### src/rtl/wb_port_arbiter_pkg.sv
// Shared write-back arbitration constants: mux select encodings, source count,
// and the base-order priority picker used by the grant logic.
package wb_port_arbiter_pkg;

    localparam logic [1:0] WB_SEL_ALU  = 2'b00;
    localparam logic [1:0] WB_SEL_LOAD = 2'b01;
    localparam logic [1:0] WB_SEL_MD   = 2'b10;
    localparam int         WB_NSRC     = 3;

    // Request bit positions: [0] ALU, [1] LOAD, [2] MULDIV. Base order LOAD > MULDIV > ALU.
    function automatic logic [WB_NSRC-1:0] prio_pick(input logic [WB_NSRC-1:0] req);
        logic [WB_NSRC-1:0] gnt;
        gnt = '0;
        if (req[1])      gnt[1] = 1'b1;
        else if (req[2]) gnt[2] = 1'b1;
        else if (req[0]) gnt[0] = 1'b1;
        return gnt;
    endfunction

endpackage

### src/rtl/wb_age_counter.sv
// Per-source starvation age: counts consecutive blocked cycles, saturating at LIMIT.
// Urgent once the count reaches LIMIT; cleared on grant, idle or flush.
module wb_age_counter #(
    parameter int LIMIT = 4
) (
    input  logic       i_clk,
    input  logic       i_rst,
    input  logic       i_valid,
    input  logic       i_ready,
    input  logic       i_flush,
    output logic [2:0] o_count,
    output logic       o_urgent
);

    localparam logic [2:0] LIM = LIMIT[2:0];

    logic [2:0] r_count;

    always_ff @(posedge i_clk or posedge i_rst) begin
        if (i_rst) begin
            r_count <= '0;
        end else if (i_flush || i_ready || !i_valid) begin
            r_count <= '0;
        end else if (r_count != LIM) begin
            r_count <= r_count + 3'd1;
        end
    end

    assign o_count  = r_count;
    assign o_urgent = (r_count == LIM);

endmodule

### src/rtl/wb_port_arbiter.sv
// Register-file write-port arbiter for ALU / LOAD / MULDIV: combinational grant,
// registered write one cycle after the grant; urgent (starved) sources jump the queue.
module wb_port_arbiter
    import wb_port_arbiter_pkg::*;
#(
    parameter int XLEN         = 32,
    parameter int STARVE_LIMIT = 4
) (
    input  logic            i_clk,
    input  logic            i_rst,
    input  logic            i_flush,
    input  logic            i_alu_valid,
    input  logic [4:0]      i_alu_rd,
    input  logic [XLEN-1:0] i_alu_data,
    output logic            o_alu_ready,
    input  logic            i_ld_valid,
    input  logic [4:0]      i_ld_rd,
    input  logic [XLEN-1:0] i_ld_data,
    output logic            o_ld_ready,
    input  logic            i_md_valid,
    input  logic [4:0]      i_md_rd,
    input  logic [XLEN-1:0] i_md_data,
    output logic            o_md_ready,
    output logic [1:0]      o_wb_sel,
    output logic            o_rf_we,
    output logic [4:0]      o_rf_rd,
    output logic [XLEN-1:0] o_rf_wdata,
    output logic            o_wb_busy
);

    logic [WB_NSRC-1:0] w_valid;
    logic [WB_NSRC-1:0] w_urgent;
    logic [WB_NSRC-1:0] w_req;
    logic [WB_NSRC-1:0] w_gnt;
    logic [2:0]         w_age_alu;
    logic [2:0]         w_age_ld;
    logic [2:0]         w_age_md;
    logic [1:0]         w_sel_nxt;
    logic [4:0]         w_rd_nxt;
    logic [XLEN-1:0]    w_data_nxt;

    logic               r_we;
    logic [1:0]         r_sel;
    logic [4:0]         r_rd;
    logic [XLEN-1:0]    r_wdata;

    assign w_valid = {i_md_valid, i_ld_valid, i_alu_valid};

    wb_age_counter #(.LIMIT(STARVE_LIMIT)) u_age_alu (
        .i_clk(i_clk), .i_rst(i_rst), .i_valid(i_alu_valid), .i_ready(o_alu_ready),
        .i_flush(i_flush), .o_count(w_age_alu), .o_urgent(w_urgent[0])
    );
    wb_age_counter #(.LIMIT(STARVE_LIMIT)) u_age_ld (
        .i_clk(i_clk), .i_rst(i_rst), .i_valid(i_ld_valid), .i_ready(o_ld_ready),
        .i_flush(i_flush), .o_count(w_age_ld), .o_urgent(w_urgent[1])
    );
    wb_age_counter #(.LIMIT(STARVE_LIMIT)) u_age_md (
        .i_clk(i_clk), .i_rst(i_rst), .i_valid(i_md_valid), .i_ready(o_md_ready),
        .i_flush(i_flush), .o_count(w_age_md), .o_urgent(w_urgent[2])
    );

    // Urgency is masked with valid: a stale saturated count must not win an empty slot.
    assign w_req = (|(w_urgent & w_valid)) ? (w_urgent & w_valid) : w_valid;
    assign w_gnt = (i_rst || i_flush) ? '0 : prio_pick(w_req);

    assign o_alu_ready = w_gnt[0];
    assign o_ld_ready  = w_gnt[1];
    assign o_md_ready  = w_gnt[2];
    assign o_wb_busy   = (|w_valid) && !(|w_gnt);

    always_comb begin
        w_sel_nxt  = WB_SEL_ALU;
        w_rd_nxt   = i_alu_rd;
        w_data_nxt = i_alu_data;
        if (w_gnt[1]) begin
            w_sel_nxt  = WB_SEL_LOAD;
            w_rd_nxt   = i_ld_rd;
            w_data_nxt = i_ld_data;
        end else if (w_gnt[2]) begin
            w_sel_nxt  = WB_SEL_MD;
            w_rd_nxt   = i_md_rd;
            w_data_nxt = i_md_data;
        end
    end

    // x0 writes still update sel/rd/data so the mux path stays consistent; only the strobe is suppressed.
    always_ff @(posedge i_clk or posedge i_rst) begin
        if (i_rst) begin
            r_we    <= 1'b0;
            r_sel   <= WB_SEL_ALU;
            r_rd    <= '0;
            r_wdata <= '0;
        end else if (|w_gnt) begin
            r_we    <= (w_rd_nxt != 5'd0);
            r_sel   <= w_sel_nxt;
            r_rd    <= w_rd_nxt;
            r_wdata <= w_data_nxt;
        end else begin
            r_we    <= 1'b0;
        end
    end

    assign o_wb_sel   = r_sel;
    assign o_rf_we    = r_we;
    assign o_rf_rd    = r_rd;
    assign o_rf_wdata = r_wdata;

endmodule
### config.mk
export PLATFORM = sky130hd
export DESIGN_NAME = wb_port_arbiter
export DESIGN_NICKNAME = d
export VERILOG_FILES = /design/src/rtl/wb_port_arbiter_pkg.sv /design/src/rtl/wb_age_counter.sv /design/src/rtl/wb_port_arbiter.sv
export SDC_FILE = /design/constraint.sdc
export NUM_CORES = 1
export LEC_CHECK = 0
export CORE_ASPECT_RATIO = 0.7
export CORE_UTILIZATION = 25
export DETAILED_ROUTE_END_ITERATION = 16
export SLEW_MARGIN = 20
export SYNTH_ARGS = -nofsm -noshare
export SYNTH_HDL_FRONTEND = slang
export SYNTH_HIERARCHICAL = 1
export SYNTH_SLANG_ARGS = --single-unit
### constraint.sdc
create_clock -name i_clk -period 3.28 [get_ports i_clk]
set_clock_uncertainty 0.2 [all_clocks]
set_input_delay 0.984 -clock i_clk [delete_from_list [all_inputs] [get_ports i_clk]]
set_output_delay 0.984 -clock i_clk [all_outputs]
set_load 0.005 [all_outputs]
Word level (Yosys, flattened, before mapping)
Index checks and enable logic that the tools add are counted.
{"block": "totals", "regBits": 49, "input_bits": 117, "out_inout_bits": 44}
{"block": "classes", "add_sub_neg": 3, "eq_ne": 6, "muxes": 21, "n_bitwise": 1, "n_reduce_logical": 19}
{"cell": "$mux W32", "count": 2}
{"cell": "$mux W3", "count": 8}
{"cell": "$mux W5", "count": 2}
{"cell": "$add A3 B1 Y3 const B", "count": 3}
{"cell": "$eq A3 B3 Y1 const B", "count": 3}
{"cell": "$ne A3 B3 Y1 const B", "count": 3}
{"cell": "$reduce_or A3 Y1", "count": 3}
{"cell": "$logic_or A1 B1 Y1", "count": 7}
{"cell": "$mux W1", "count": 7}
{"cell": "$reduce_bool A2 Y1", "count": 3}
{"cell": "$reduce_bool A5 Y1", "count": 1}
{"cell": "$logic_not A1 Y1", "count": 4}
{"cell": "$mux W2", "count": 2}
{"cell": "$and A3 B3 Y3", "count": 1}
{"cell": "$logic_and A1 B1 Y1", "count": 1}

Depth between registers and ports, before layout
{"block": "depth", "depth_word": 12, "ltp_mapped": 9, "depth_no_buf": 8}

Cells and area by module
The synthesis kept the hierarchy.
{"mod": "wb_port_arbiter", "instances": 1, "cells_per_inst": 198, "area_each_um2": 1975.6, "seq_area_each_um2": 1001.0}
{"mod": "wb_age_counter", "instances": 3, "cells_per_inst": 19, "area_each_um2": 188.9, "seq_area_each_um2": 75.1}

Worst setup path after synthesis
No wires, ideal clock.
{"block": "synth_path", "kind": "input to output", "startpoint": "input i_flush", "endpoint": "output o_ld_ready", "arrival_ns": 1.730, "required_time_ns": 2.096, "slack_ns": 0.366, "path_stages": 4, "path_cell_list": "nor3b_2 o21ai_2 inv_2 clkbuf_1"}
{"block": "synth_via", "elab_chain_cells": 2}
{"element": "start: declaration", "line": "wb_port_arbiter.sv:11", "source": "input logic i_flush,"}
{"element": "$logic_or A1 B1 Y1", "line": "wb_port_arbiter.sv:64", "source": "assign w_gnt = (i_rst || i_flush) ? '0 : prio_pick(w_req);"}
{"element": "$mux W3", "line": "wb_port_arbiter.sv:64"}
{"element": "end: declaration", "line": "wb_port_arbiter.sv:19", "source": "output logic o_ld_ready,"}
Every way passes these cells.

Final worst setup path
{"block": "layout_path", "startpoint": "input i_alu_valid", "endpoint": "output o_md_ready"}
{"block": "layout_via", "elab_chain_cells": 6}
{"element": "start: declaration", "line": "wb_port_arbiter.sv:12", "source": "input logic i_alu_valid,"}
{"element": "$and A3 B3 Y3 *", "line": "wb_port_arbiter.sv:63", "source": "assign w_req = (|(w_urgent & w_valid)) ? (w_urgent & w_valid) : w_valid;"}
{"element": "$reduce_or A3 Y1 *", "line": "wb_port_arbiter.sv:63"}
{"element": "$mux W3 *", "line": "wb_port_arbiter.sv:63"}
{"element": "$mux W1", "line": "wb_port_arbiter_pkg.sv:15", "source": "else if (req[2]) gnt[2] = 1'b1;"}
{"element": "$mux W1 *", "line": "wb_port_arbiter_pkg.sv:14", "source": "if (req[1]) gnt[1] = 1'b1;"}
{"element": "$mux W3 *", "line": "wb_port_arbiter.sv:64"}
{"element": "end: declaration", "line": "wb_port_arbiter.sv:23", "source": "output logic o_md_ready,"}
Mark *: on every way between the ends. The rest lies on a longest branch, timed or not.

==> run summary <==
Met1 WL -> 3.829 mm
CTS tree -> yes
Drt drc -> 0
RePlAce Congestion -> 0.8087
Syn_nets -> 378
Die height -> 86.38 um
CP required -> 2.10 ns
PwrDens -> 404.9 nW/um2
Clk Latency, worst-skew pair -> 0.28 ns
Rel. slew slack -> 0.7171
Seq/Total Area, Yosys -> 0.4823
CTS Buf Count -> 5
Initial antenna violation count -> 0
Pins Over Slew Limit -> 0
P_leak -> 1.916 nW
Core Rows -> 30
Number of global-route vias before repair -> 2628
Worst Path Arrival -> 2.01 ns
Crit path kind -> in2out
Non-Filler Instances -> 560
H-tree Lvls -> 2
Post-Synthesis Cell Area -> 2542 um2
Pre-antenna DRT Iters -> 8
Initial Util -> 0.2595
WL/cell -> 15.40 um
Most frequent cells in the layout -> clkdlybuf4s50_1, dfrtp_1, nor2_1, a21oi_1, a222oi_1
Gr ovfl total -> 0
Worst-Margin Slew -> 0.4237 ns
Period utilization -> 0.9729
Die Wd -> 122.5 um
Diode count -> 0
Crit. End Element -> output port
Outcome -> finished, final reports clean
Crit-path cells -> clkdlybuf4s15_1, buf_6, a21oi_1, o211ai_2, clkinv_2, dlygate4sd2_1
Slowest cell on the critical path -> dlygate4sd2_1
Mapped Cells -> 255
Unique cell type count in the Yosys netlist -> 34
Vias/cell -> 4.870
CP Launch Type -> input port
Max Fanout on Critical Path -> 6
Final Util -> 0.4792
Syn Area/Cell -> 9.970 um2
Largest net degree at the start of global routing -> 45
Nets -> 554
Max_cap viols -> 0
CTS clk-pin slew, worst paths -> 0.06 ns
Met2 wire length -> 4.112 mm
Commonest non-fill, non-tap cell in the layout -> clkdlybuf4s50_1
Peak VDD IR -> 0.0001952 V
Routed vias -> 2727
Dpl hpwl -> 6.649 mm
Total chip power -> 0.001901 W
Die area -> 10580 um2
Root buffer cell -> clkbuf_16
Yosys reg bits -> 49
Drt first-iter violations -> 197
CP peak stage delay -> 0.28 ns
I/O pin total -> 161
Wire length of the first global-routing pass -> 13.13 mm
Core area -> 9797 um2
I/O Buffers -> 160
ANT nets after route -> 0
YS warnings -> 6
Cells after DPL -> 548
CTS max path bufs -> 2
Proportion of layout cells with a drive suffix above 1 -> 0.1505
RSZ-0062 raised after global routing -> no
Hold slack -> 0.2789 ns
Area grow syn2layout -> 84.65%
Clock sink count -> 49
WL final -> 8.623 mm
Min-Delay Path Class -> reg2reg
Max layer used -> met4
Fin crit period -> 3.191 ns
Final Hold Fails -> 0
Max Freq -> 313.4 MHz
Met3 wire len -> 629 um
# setup viols final -> 0
Total Routing Usage GR -> 0.1603
-- metal layers --
| metal | global-route usage | vias to the layer above |
|---|---|---|
| li1 | - | 1336 |
| met1 | 0.2047 | 1292 |
| met2 | 0.2737 | 95 |
| met3 | 0.04474 | 4 |
| met4 | 0.02661 | 0 |
| met5 | 0 | - |
-- state kept, by name, indices dropped and copies added (netlist names) --
register / count
u_age_ld/o_count: 3
o_rf_we: 1
o_wb_sel: 2
u_age_md/o_count: 3
u_age_alu/o_count: 3
o_rf_wdata: 32
o_rf_rd: 5
-- path summary, 6_finish.rpt --
path | slack [ns] | start | cells past startpoint | endpoint
setup reg to reg | 0.58 | u_age_alu/o_count[0] | 12 | o_rf_we
max in group asynchronous | 1.60 | i_rst | 4 | o_rf_rd[1]
setup / recovery | 0.09 | i_alu_valid | 6 | o_md_ready
min in group asynchronous | 0.56 | i_rst | 2 | u_age_alu/o_count[0]
hold reg to reg | 0.28 | o_wb_sel[1] | 1 | o_wb_sel[1]
hold / removal | 0.28 | o_wb_sel[1] | 1 | o_wb_sel[1]
-- timing repair --
action | CTS | global route
setup buffers | 3 | 1
hold endpoints to repair | 0 | 0
cloned | 0 | 0
pin swaps | 2 | 1
endpoints found under the setup margin | 4 | 4
hold buffers | 0 | 0
resized for setup | 22 | 11
-- report_power, final --
part	switching, W	leakage (nW)	internal, W
registers	0.0000477	0.576	0.000690
logic	0.000199	1.26	0.000370
clock network	0.000214	0.0831	0.000380
total	0.000461	1.92	0.00144
-- synth_stat cells --
cell,n,area share
a32o_1,1,0.0039
a222oi_1,32,0.13
nand2b_1,1,0.0025
o211ai_2,1,0.0049
nand3b_1,2,0.0059
a21boi_0,1,0.0030
nor2_1,42,0.062
buf_2,6,0.012
o22ai_1,6,0.015
a22oi_1,1,0.0030
ha_1,6,0.030
a21oi_1,39,0.077
o21ai_2,1,0.0034
inv_1,11,0.016
and2_1,3,0.0074
clkbuf_1,10,0.015
nor3_1,4,0.0079
a21o_1,7,0.021
nor2_2,1,0.0025
a2bb2oi_1,1,0.0034
nand3_1,6,0.012
and4_1,1,0.0034
a32oi_1,1,0.0034
inv_2,1,0.0015
nor3_2,3,0.012
a21bo_2,3,0.012
mux2_2,3,0.013
or3b_4,3,0.013
o41a_1,1,0.0044
clkinv_1,1,0.0015
nor3b_2,1,0.0049
and3b_1,3,0.010
o21ai_0,3,0.0059
dfrtp_1,49,0.48
-- critical path, delay by kind of cell --
family          cells  cell delay, ns
buf+inv             4            0.73
compound gates      2            0.30
-- per-stage QoR --
stage	worst slack [ns]	TNS, ns	instance area [um2]
6_report	0.08899	0	4695
5_1_grt	0.01820	0	4695
4_1_cts	0.004971	0	4666
3_5_place_dp	-0.5333	-1.605	4444
3_3_place_gp	-0.4706	-1.529	4444
2_1_floorplan	0.3664	0	2542
-- final cells by class --
type,count,area [um2]
Tap cell,128,160.2
Inverter,13,50.05
Sequential cell,49,1226
Multi-Input combinational cell,177,1250
Clock buffer,6,138.9
Fill cell,949,5102
Clock inverter,2,37.54
Timing Repair Buffer,185,1832
-- kinds of logic after synthesis --
family,after synthesis,synth area share
and+or+nand+nor,70,0.1437
buffers and inverters,29,0.04577
DFF,49,0.4823
adders and majority gates,6,0.02953
AOI/OAI and AO/OA,98,0.2854
muxes,3,0.01329
Power figures use the tool's default switching activity.
